<file path="src/rtl/ram_wr_rd_control_pkg.sv">
// Shared types and defaults for the RAM fill / read-back controller.
// Holds the FSM state encoding, the default read-step period and the RAM geometry.
package ram_wr_rd_control_pkg;

    typedef enum logic [1:0] {
        ST_IDLE  = 2'd0,
        ST_WRITE = 2'd1,
        ST_READ  = 2'd2,
        ST_PAUSE = 2'd3
    } state_t;

    localparam int              CNT_W       = 24;
    localparam logic [CNT_W-1:0] CNT_MAX_DEF = 24'd9999999;
    localparam int              RAM_ADDR_W  = 8;
    localparam int              RAM_DATA_W  = 8;

endpackage

</file>
<file path="src/rtl/ram_wr_rd_control_step_timer.sv">
// Step timer: counts 0..CNT_MAX while enabled, holds otherwise, clears synchronously.
// tick marks the enabled cycle in which the count wraps.
module ram_wr_rd_control_step_timer
    import ram_wr_rd_control_pkg::*;
#(
    parameter logic [CNT_W-1:0] CNT_MAX = CNT_MAX_DEF
) (
    input  logic clk,
    input  logic rst_n,
    input  logic en,
    input  logic clr,
    output logic tick
);

    logic [CNT_W-1:0] cnt_q;
    logic [CNT_W-1:0] cnt_d;
    logic             at_max;

    assign at_max = (cnt_q == CNT_MAX);
    assign tick   = en && at_max;

    always_comb begin
        cnt_d = cnt_q;
        if (clr) begin
            cnt_d = '0;
        end else if (en) begin
            cnt_d = at_max ? '0 : cnt_q + 1'b1;
        end
    end

    always_ff @(posedge clk or negedge rst_n) begin
        if (!rst_n) begin
            cnt_q <= '0;
        end else begin
            cnt_q <= cnt_d;
        end
    end

endmodule

</file>
<file path="src/rtl/ram_wr_rd_control.sv">
// Fills a single-port RAM with an address-derived pattern, then reads it back one
// address per step period; key1 re-fills with the inverted pattern, key2 pauses reads.
module ram_wr_rd_control
    import ram_wr_rd_control_pkg::*;
#(
    parameter logic [CNT_W-1:0] CNT_MAX = CNT_MAX_DEF,
    parameter int               ADDR_W  = RAM_ADDR_W,
    parameter int               DATA_W  = RAM_DATA_W
) (
    input  logic              sys_clk,
    input  logic              sys_rst_n,
    input  logic              key1_flag,
    input  logic              key2_flag,
    output logic              wr_en,
    output logic              rd_en,
    output logic [ADDR_W-1:0] addr,
    output logic [DATA_W-1:0] wr_data,
    output logic              wr_done,
    output logic              pattern_sel
);

    localparam logic [ADDR_W-1:0] ADDR_LAST = '1;

    function automatic logic [DATA_W-1:0] fill_word(input logic [ADDR_W-1:0] a,
                                                    input logic             inv);
        logic [DATA_W-1:0] w;
        w = DATA_W'(a);
        return inv ? ~w : w;
    endfunction

    state_t            state_q, state_d;
    logic              wr_en_q, wr_en_d;
    logic              rd_en_q, rd_en_d;
    logic [ADDR_W-1:0] addr_q, addr_d;
    logic [DATA_W-1:0] wr_data_q, wr_data_d;
    logic              wr_done_q, wr_done_d;
    logic              pattern_sel_q, pattern_sel_d;
    logic              timer_en;
    logic              timer_clr;
    logic              step_tick;

    ram_wr_rd_control_step_timer #(
        .CNT_MAX (CNT_MAX)
    ) u_step_timer (
        .clk   (sys_clk),
        .rst_n (sys_rst_n),
        .en    (timer_en),
        .clr   (timer_clr),
        .tick  (step_tick)
    );

    always_comb begin
        state_d       = state_q;
        wr_en_d       = wr_en_q;
        rd_en_d       = rd_en_q;
        addr_d        = addr_q;
        wr_data_d     = wr_data_q;
        wr_done_d     = 1'b0;
        pattern_sel_d = pattern_sel_q;
        timer_en      = 1'b0;
        timer_clr     = 1'b0;

        // key1 outranks everything (including a simultaneous key2) once past IDLE
        if (key1_flag && (state_q != ST_IDLE)) begin
            pattern_sel_d = ~pattern_sel_q;
            state_d       = ST_WRITE;
            wr_en_d       = 1'b1;
            rd_en_d       = 1'b0;
            addr_d        = '0;
            wr_data_d     = fill_word('0, ~pattern_sel_q);
            timer_clr     = 1'b1;
        end else begin
            case (state_q)
                ST_IDLE: begin
                    state_d   = ST_WRITE;
                    wr_en_d   = 1'b1;
                    rd_en_d   = 1'b0;
                    addr_d    = '0;
                    wr_data_d = fill_word('0, pattern_sel_q);
                    timer_clr = 1'b1;
                end
                ST_WRITE: begin
                    timer_clr = 1'b1;
                    if (addr_q == ADDR_LAST) begin
                        state_d   = ST_READ;
                        wr_en_d   = 1'b0;
                        rd_en_d   = 1'b1;
                        addr_d    = '0;
                        wr_done_d = 1'b1;
                    end else begin
                        addr_d    = addr_q + 1'b1;
                        wr_data_d = fill_word(addr_q + 1'b1, pattern_sel_q);
                    end
                end
                ST_READ: begin
                    // The pausing cycle does not advance the step count
                    if (key2_flag) begin
                        state_d = ST_PAUSE;
                    end else begin
                        timer_en = 1'b1;
                        if (step_tick) begin
                            addr_d = addr_q + 1'b1;
                        end
                    end
                end
                ST_PAUSE: begin
                    if (key2_flag) begin
                        state_d = ST_READ;
                    end
                end
                default: begin
                    state_d = ST_IDLE;
                end
            endcase
        end
    end

    always_ff @(posedge sys_clk or negedge sys_rst_n) begin
        if (!sys_rst_n) begin
            state_q       <= ST_IDLE;
            wr_en_q       <= 1'b0;
            rd_en_q       <= 1'b0;
            addr_q        <= '0;
            wr_data_q     <= '0;
            wr_done_q     <= 1'b0;
            pattern_sel_q <= 1'b0;
        end else begin
            state_q       <= state_d;
            wr_en_q       <= wr_en_d;
            rd_en_q       <= rd_en_d;
            addr_q        <= addr_d;
            wr_data_q     <= wr_data_d;
            wr_done_q     <= wr_done_d;
            pattern_sel_q <= pattern_sel_d;
        end
    end

    assign wr_en       = wr_en_q;
    assign rd_en       = rd_en_q;
    assign addr        = addr_q;
    assign wr_data     = wr_data_q;
    assign wr_done     = wr_done_q;
    assign pattern_sel = pattern_sel_q;

endmodule

</file>
<file path="config.mk">
export PLATFORM = sky130hd
export DESIGN_NAME = ram_wr_rd_control
export DESIGN_NICKNAME = d
export VERILOG_FILES = /design/src/rtl/ram_wr_rd_control_pkg.sv /design/src/rtl/ram_wr_rd_control_step_timer.sv /design/src/rtl/ram_wr_rd_control.sv
export SDC_FILE = /design/constraint.sdc
export NUM_CORES = 1
export LEC_CHECK = 0
export ABC_AREA = 1
export ABC_CLOCK_PERIOD_IN_PS = 2009
export CORE_ASPECT_RATIO = 0.5
export CORE_UTILIZATION = 29
export DETAILED_ROUTE_END_ITERATION = 7
export SYNTH_ARGS = -nofsm -noshare
export SYNTH_HDL_FRONTEND = slang
export SYNTH_SLANG_ARGS = --single-unit
</file>
<file path="constraint.sdc">
create_clock -name sys_clk -period 2.01 [get_ports sys_clk]
set_input_delay 0.3015 -clock sys_clk [delete_from_list [all_inputs] [get_ports sys_clk]]
set_output_delay 0.3015 -clock sys_clk [all_outputs]
set_load 0.01 [all_outputs]
</file>
==> impl_metrics.ini, run 1 <==
[status]
run_status = finished, final reports clean

[floorplan]
die_w_um = 145
dieArea_mm2 = 0.0106
core.rowCount = 25
ios = 24
start_util = 0.306
coreArea_mm2 = 0.00967
die_y_um = 73.4

[clock_tree]
clk_pin_slew_ns = 0.07
cts_tree = built
cts_root_buffer = clkbuf_16
clk_latency_ns = 0.29
numCtsBuffers = 5
htreeDepth = 2
cts.sinks = 46
cts_buffer_depth = 2

[route]
vias = 2821
wl_um = 7260
wl_per_cell_um = 12.2
ant_nets = 0
drt_iter0_drc = 176
dr.pass1.iters = 5
vias_per_cell = 4.73
drcViolationCount = 0

[run]
maxCapViolCount = 0

[global_route]
grt_overflow = 0
grt_pass1_vias = 2606
grt_pass1_wl_um = 12600
grt_max_degree = 22
antenna_found_initial = 0
grt_usage = 0.154

[critical_path]
critPathKind = reg2reg
reg2reg_slack_ns = 0.18
endpoint_kind = flip-flop
regToRegStartpoint = state_q[0]
start_kind = flip-flop
r2r_cells = 9
worst_ep_arrival_time_ns = 2.03
rr_endpoint = u_step_timer.cnt_q[21]
cp_max_fo = 5
crit_required_ns = 2.21

[timing]
post-route-min-period_ns = 1.83
rsz0062_at_grt = no
hold_slack_ns = 0.484
worst-slew-pin-transition_ns = 0.459
fin_crit_sh = 0.912
tns_ns = 0
final-hold-violation-count = 0
slew_violations = 0
slew_headroom = 0.694
setup_viol = 0
layout_setup_ws_ns = 0.177
fin_skew_ns = 0.00512
fmax_ghz = 0.546

[power_and_ir_drop]
pwr-share-clk = 0.244
power.share.sequential = 0.341
p_switching_uw = 1330
peakVddDrop_v = 0.000682
p_leak_uw = 0.00159
powerDensity_mw_per_mm2 = 958
p_comb_frac = 0.414
p_int_uw = 2080
switching_share = 0.391

[cells_and_area]
drive_above_1_share = 0.0887
area_growth_pct = 20.4
antennaDiodeCount = 0
postLayoutCoreUtil = 0.369
final_net_count = 471

[place]
gp_congestion = 0.878
dp_hpwl_um = 5660
pre_cts_slack_ns = 0.0799
portBuffers = 23

[synthesis]
ys_top_cells_by_count = nand2_1 (132), nor2_1 (55), inv_1 (50)
synthesis.nets = 436
synth.ff_latch_count = 46
synth_most_common_cell = nand2_1
ys_async_sr_fraction = 1.00
synthDistinctLibCells = 31
synth_top_cell_area_share = 0.389
syn-instance-count = 426
synthFlopType = dfrtp_1
synth_edf_count = 0
synth.avg_cell_area_um2 = 6.94
ys_seq_area_frac = 0.389
netlist_area_mm2 = 0.00296
synth_area_leader_cell = dfrtp_1
synth.area.top_cells = dfrtp_1 (39%), nand2_1 (17%), nand3_1 (8.0%), nor2_1 (7.0%), inv_1 (6.3%)
yosys_warnings = 0

[worst_hold_path]
min-delay-start = wr_data[7]
holdPathStages = 2
hold_class = reg2reg
holdPathEnd = wr_data[7]
==> metal layers <==
| layer | GRT usage | wire (µm) |
|---|---|---|
| met1 | 0.214 | 3670 |
| met2 | 0.243 | 3180 |
| met3 | 0.0352 | 353 |
| met4 | 0.0386 | 52 |
| met5 | 0 | 0 |
==> flip-flops by register name (all words and copies together) (netlist names) <==
| register | count |
|---|---|
| wr_done | 1 |
| u_step_timer.cnt_q | 24 |
| wr_en | 1 |
| wr_data | 8 |
| addr | 8 |
| pattern_sel | 1 |
| state_q | 2 |
| rd_en | 1 |
==> cell type report <==
| type | instances | area, µm² |
|---|---|---|
| sequential | 46 | 1150 |
| tap | 135 | 169 |
| clock buffer | 5 | 125 |
| clock inverter | 3 | 21.3 |
| multi-input combinational | 321 | 1570 |
| timing repair buffer | 34 | 323 |
| inverter | 53 | 203 |
| fill | 1050 | 6100 |
==> cell families (layout without fill, tap and decap cells) <==
group	Yosys count	after routing	synth area share
DFF	46	46	0.389
buffers and inverters	59	95	0.0799
AOI/OAI and AO/OA	34	34	0.0622
xor gates and xnor gates	13	13	0.0385
and+or+nand+nor	268	268	0.405
adders and majority gates	6	6	0.0254
==> through the flow <==
stage	instances	instance area, µm²	total power, µW
final	597	3560	3410
after global routing	597	3560	3680
after CTS	596	3550	3430
after detailed placement	587	3390	2580
after global placement	587	3390	2580
after floorplan	426	2960	2080
==> power groups by stage <==
stage	Combinational (µW)	Clock [µW]	Sequential (µW)
after floorplan	850	0	1230
after global placement	1400	0	1180
after detailed placement	1400	0	1180
after CTS	1410	857	1170
after global routing	1590	898	1190
final	1410	834	1160
==> placed cells by master, fill, tap and decap left out, types with 6 or more instances in the layout <==
cell type	instances
a21oi_1	8
ha_1	6
dfrtp_1	46
xor2_1	13
nand4_1	11
nand2_1	132
buf_4	9
inv_1	49
nand3_1	47
o21ai_0	18
clkdlybuf4s50_1	22
nor2_1	55
==> worst max-delay path by stage <==
stage	startpoint	to	slack [ns]	cells past startpoint
finish	state_q[0]	u_step_timer.cnt_q[21]	0.18	9
global route	state_q[1]	addr[4]	0.008	8
CTS	state_q[0]	wr_data[2]	0.12	10
detailed placement	key1_flag	wr_data[2]	0.08	9
global placement	key1_flag	wr_data[2]	0.13	9
floorplan	state_q[0]	u_step_timer.cnt_q[13]	0.43	10
==> worst max-delay path: stages, from the launching register on <==
cell and delay, ns:
dfrtp_1 0.40, inv_1 0.08, ha_1 0.21, inv_1 0.08, nand2_1 0.10, nor2_4 0.17
inv_1 0.09, nor2_1 0.23, nand2_1 0.18, o22ai_1 0.19
==> what timing repair did <==
item | CTS | global route
setup endpoints to repair | 0 | 10
hold buffers | 1 | 0
setup buffers | 0 | 1
endpoints found under the hold margin | 17 | 0
gates resized for setup | 0 | 1
Note: power is estimated with default switching activity, not from simulation.
==> run 2, diff against run 1 <==
--- a/config.mk
+++ b/config.mk
@@ -8,8 +8,10 @@
 export ABC_AREA = 1
 export ABC_CLOCK_PERIOD_IN_PS = 2009
 export CORE_ASPECT_RATIO = 0.5
-export CORE_UTILIZATION = 29
+export CORE_UTILIZATION = 40
 export DETAILED_ROUTE_END_ITERATION = 7
+export SETUP_SLACK_MARGIN = 0.3
 export SYNTH_ARGS = -nofsm -noshare
 export SYNTH_HDL_FRONTEND = slang
+export SYNTH_HIERARCHICAL = 1
 export SYNTH_SLANG_ARGS = --single-unit
==> run 2 against run 1 <==
- routed wire length rose by 19%
- design area rose by 20%
- via count rose by 8.8%
- clock skew rose by 0.0024 ns
- non-clock buffer count rose by 43
- critical path depth rose by 3
- largest cell class unchanged
- hold slack got worse by 0.38 ns
- highest routed layer unchanged
- critical path type unchanged
- clock power rose by 2.5%
- worst setup slack got worse by 0.063 ns
==> impl_metrics.ini, run 2 <==
[critical_path]
r2r_cells = 12
crit_required_ns = 2.20
critPathKind = reg2reg
critical-path-max-stage-delay_ns = 0.40
start_kind = flip-flop
worst_ep_arrival_time_ns = 2.08
endpoint_kind = flip-flop
crit_chain = inv_2 -> ha_4 -> nor2_4 -> inv_2 -> nor2_4 -> inv_2 -> nor2_4 -> clkinv_4 -> buf_12 -> nand2_2 -> xor2_1 -> nor2_1
critPathBufInv = 5
reg2reg_slack_ns = 0.11
worst_path_dominant_cell_family = buffers and inverters
cp_max_fo = 7
slowest_stage = dfrtp_1
rr_endpoint = u_step_timer/cnt_q[14]
regToRegStartpoint = state_q[1]
crit_start = state_q[1]

[timing]
fmax_ghz = 0.527
post-route-min-period_ns = 1.90
hold_slack_ns = 0.101
rsz0062_at_grt = yes
fin_crit_sh = 0.943
tns_ns = 0
slew_violations = 0
worst-slew-pin-transition_ns = 0.598
final-hold-violation-count = 0
setup_viol = 0
slew_headroom = 0.601
fin_skew_ns = 0.00754

[global_route]
grt_max_degree = 47
grt_overflow = 0
grt_pass1_vias = 2995
met3_usage = 0.0465
grt_usage = 0.224
grt_pass1_wl_um = 13500
use_met1 = 0.276
grt_util_met2 = 0.381
busiest_layer = met2
antenna_found_initial = 0

[power_and_ir_drop]
power.share.sequential = 0.279
switching_share = 0.406
p_int_uw = 2500
peakVddDrop_v = 0.000511
powerDensity_mw_per_mm2 = 987
p_switching_uw = 1710
p_leak_uw = 0.00184
pwr-share-clk = 0.203
p_comb_frac = 0.518

[route]
wl_per_cell_um = 14.7
wl_um = 8610
ant_nets = 0
vias = 3069
vias_per_cell = 5.23
drcViolationCount = 0
drt_iter0_drc = 241
dr.pass1.iters = 5

[cells_and_area]
final_cell_mix = nand2_1 (113), dfrtp_1 (43), nor2_1 (42), buf_4 (42), inv_1 (38)
layout_commonest_cell = nand2_1
final_net_count = 504
regMostFlops = u_step_timer/cnt_q
postLayoutCoreUtil = 0.618
antennaDiodeCount = 0
nFillCells = 589
drive_above_1_share = 0.333
largest_register_ff_count = 24
area_growth_pct = 44.9

[floorplan]
start_util = 0.426
dieArea_mm2 = 0.00773
coreArea_mm2 = 0.00691
ios = 24
die_w_um = 123
die_y_um = 62.7
core.rowCount = 21

[synthesis]
synthDistinctLibCells = 31
synthFlopType = dfrtp_1
synth_area_leader_cell = dfrtp_1
ys_top_cells_by_count = nand2_1 (120), nor2_1 (54), inv_1 (49)
synth_top_cell_area_share = 0.391
synth_edf_count = 0
syn-instance-count = 414
ys_async_sr_fraction = 1.00
synth.avg_cell_area_um2 = 7.12
yosys_warnings = 6
synthesis.nets = 424
synth_most_common_cell = nand2_1
netlist_area_mm2 = 0.00295
synth.ff_latch_count = 46
synth.area.top_cells = dfrtp_1 (39%), nand2_1 (15%), nand3_1 (7.3%), nor2_1 (6.9%), inv_1 (6.2%)
ys_seq_area_frac = 0.391

[clock_tree]
cts_root_buffer = clkbuf_16
htreeDepth = 2
numCtsBuffers = 5
cts_tree = built
clk_pin_slew_ns = 0.07
hold_buffers = 0
cts.sinks = 46
clk_latency_ns = 0.29
cts_buffer_depth = 2

[place]
gp_congestion = 0.904
dp_hpwl_um = 5240
portBuffers = 23

[worst_hold_path]
hold_class = in2async

[status]
run_status = finished, final reports clean

[run]
maxCapViolCount = 0
[run 2: cell types whose count changed after synthesis, moves of 3 or more]
cell and change:
nor2_2 +10, nor3_1 +3, nand2_1 -12, o21ai_0 -5, nand3_1 -4
[run 2: cell type report]
class	instances	area [µm²]	share of cell area
clock buffers	5	125	0.0293
clock inverters	3	25.0	0.00586
inverters	53	224	0.0524
multi-input cells	308	1890	0.442
flip-flops and latches	46	1150	0.270
well taps	92	115	0.0270
repair buffers	77	701	0.164
repair inverters	3	36.3	0.00850
[run 2: through the flow]
stage	area [µm²]	std cells	total power [µW]	setup slack, ns
finish	4270	587	4210	0.114
global route	4270	587	4460	0.0470
CTS	3850	560	3930	0.186
detailed placement	3420	535	2720	0.0189
global placement	3420	535	2710	0.0274
floorplan	3040	414	2260	0.261
[run 2: how the worst max path moves through the flow]
stage | end | slack, ns | depth (start not counted)
floorplan | u_step_timer/cnt_q[4] | 0.26 | 12
global placement | addr[4] | 0.03 | 12
detailed placement | addr[4] | 0.02 | 12
CTS | addr[6] | 0.19 | 12
global route | u_step_timer/cnt_q[14] | 0.05 | 12
finish | u_step_timer/cnt_q[14] | 0.11 | 12
[run 2: power groups by stage]
| stage | Clock, µW | Sequential [µW] | Combinational [µW] |
|---|---|---|---|
| floorplan | 0 | 1210 | 1050 |
| global placement | 0 | 1200 | 1520 |
| detailed placement | 0 | 1200 | 1520 |
| CTS | 883 | 1170 | 1880 |
| global route | 917 | 1190 | 2350 |
| finish | 855 | 1180 | 2180 |
[run 2: layer usage]
metal  share of wire  vias up
li1                -     1465
met1            0.44     1484
met2            0.49      100
met3           0.048       20
met4           0.022        0
met5               0        -
[run 2: timing repair]
action,CTS,global route
setup buffers,14,26
resized for setup,37,55
endpoints found under the setup margin,40,40
pin swaps,20,42
cloned,3,1
[run 2: worst register-to-register path: stages, from the launching register on]
cell and delay, ns:
dfrtp_1 0.40, inv_2 0.08, ha_4 0.18, nor2_4 0.09, inv_2 0.06, nor2_4 0.09, inv_2 0.06, nor2_4 0.22
clkinv_4 0.18, buf_12 0.19, nand2_2 0.06, xor2_1 0.13, nor2_1 0.05
[run 2: cell families after synthesis]
family | count (synthesis) | synth area share
compound gates | 30 | 0.0603
xor+xnor | 12 | 0.0357
fa+ha+maj | 6 | 0.0255
buf+inv | 60 | 0.0900
flops | 46 | 0.391
simple gates | 260 | 0.398
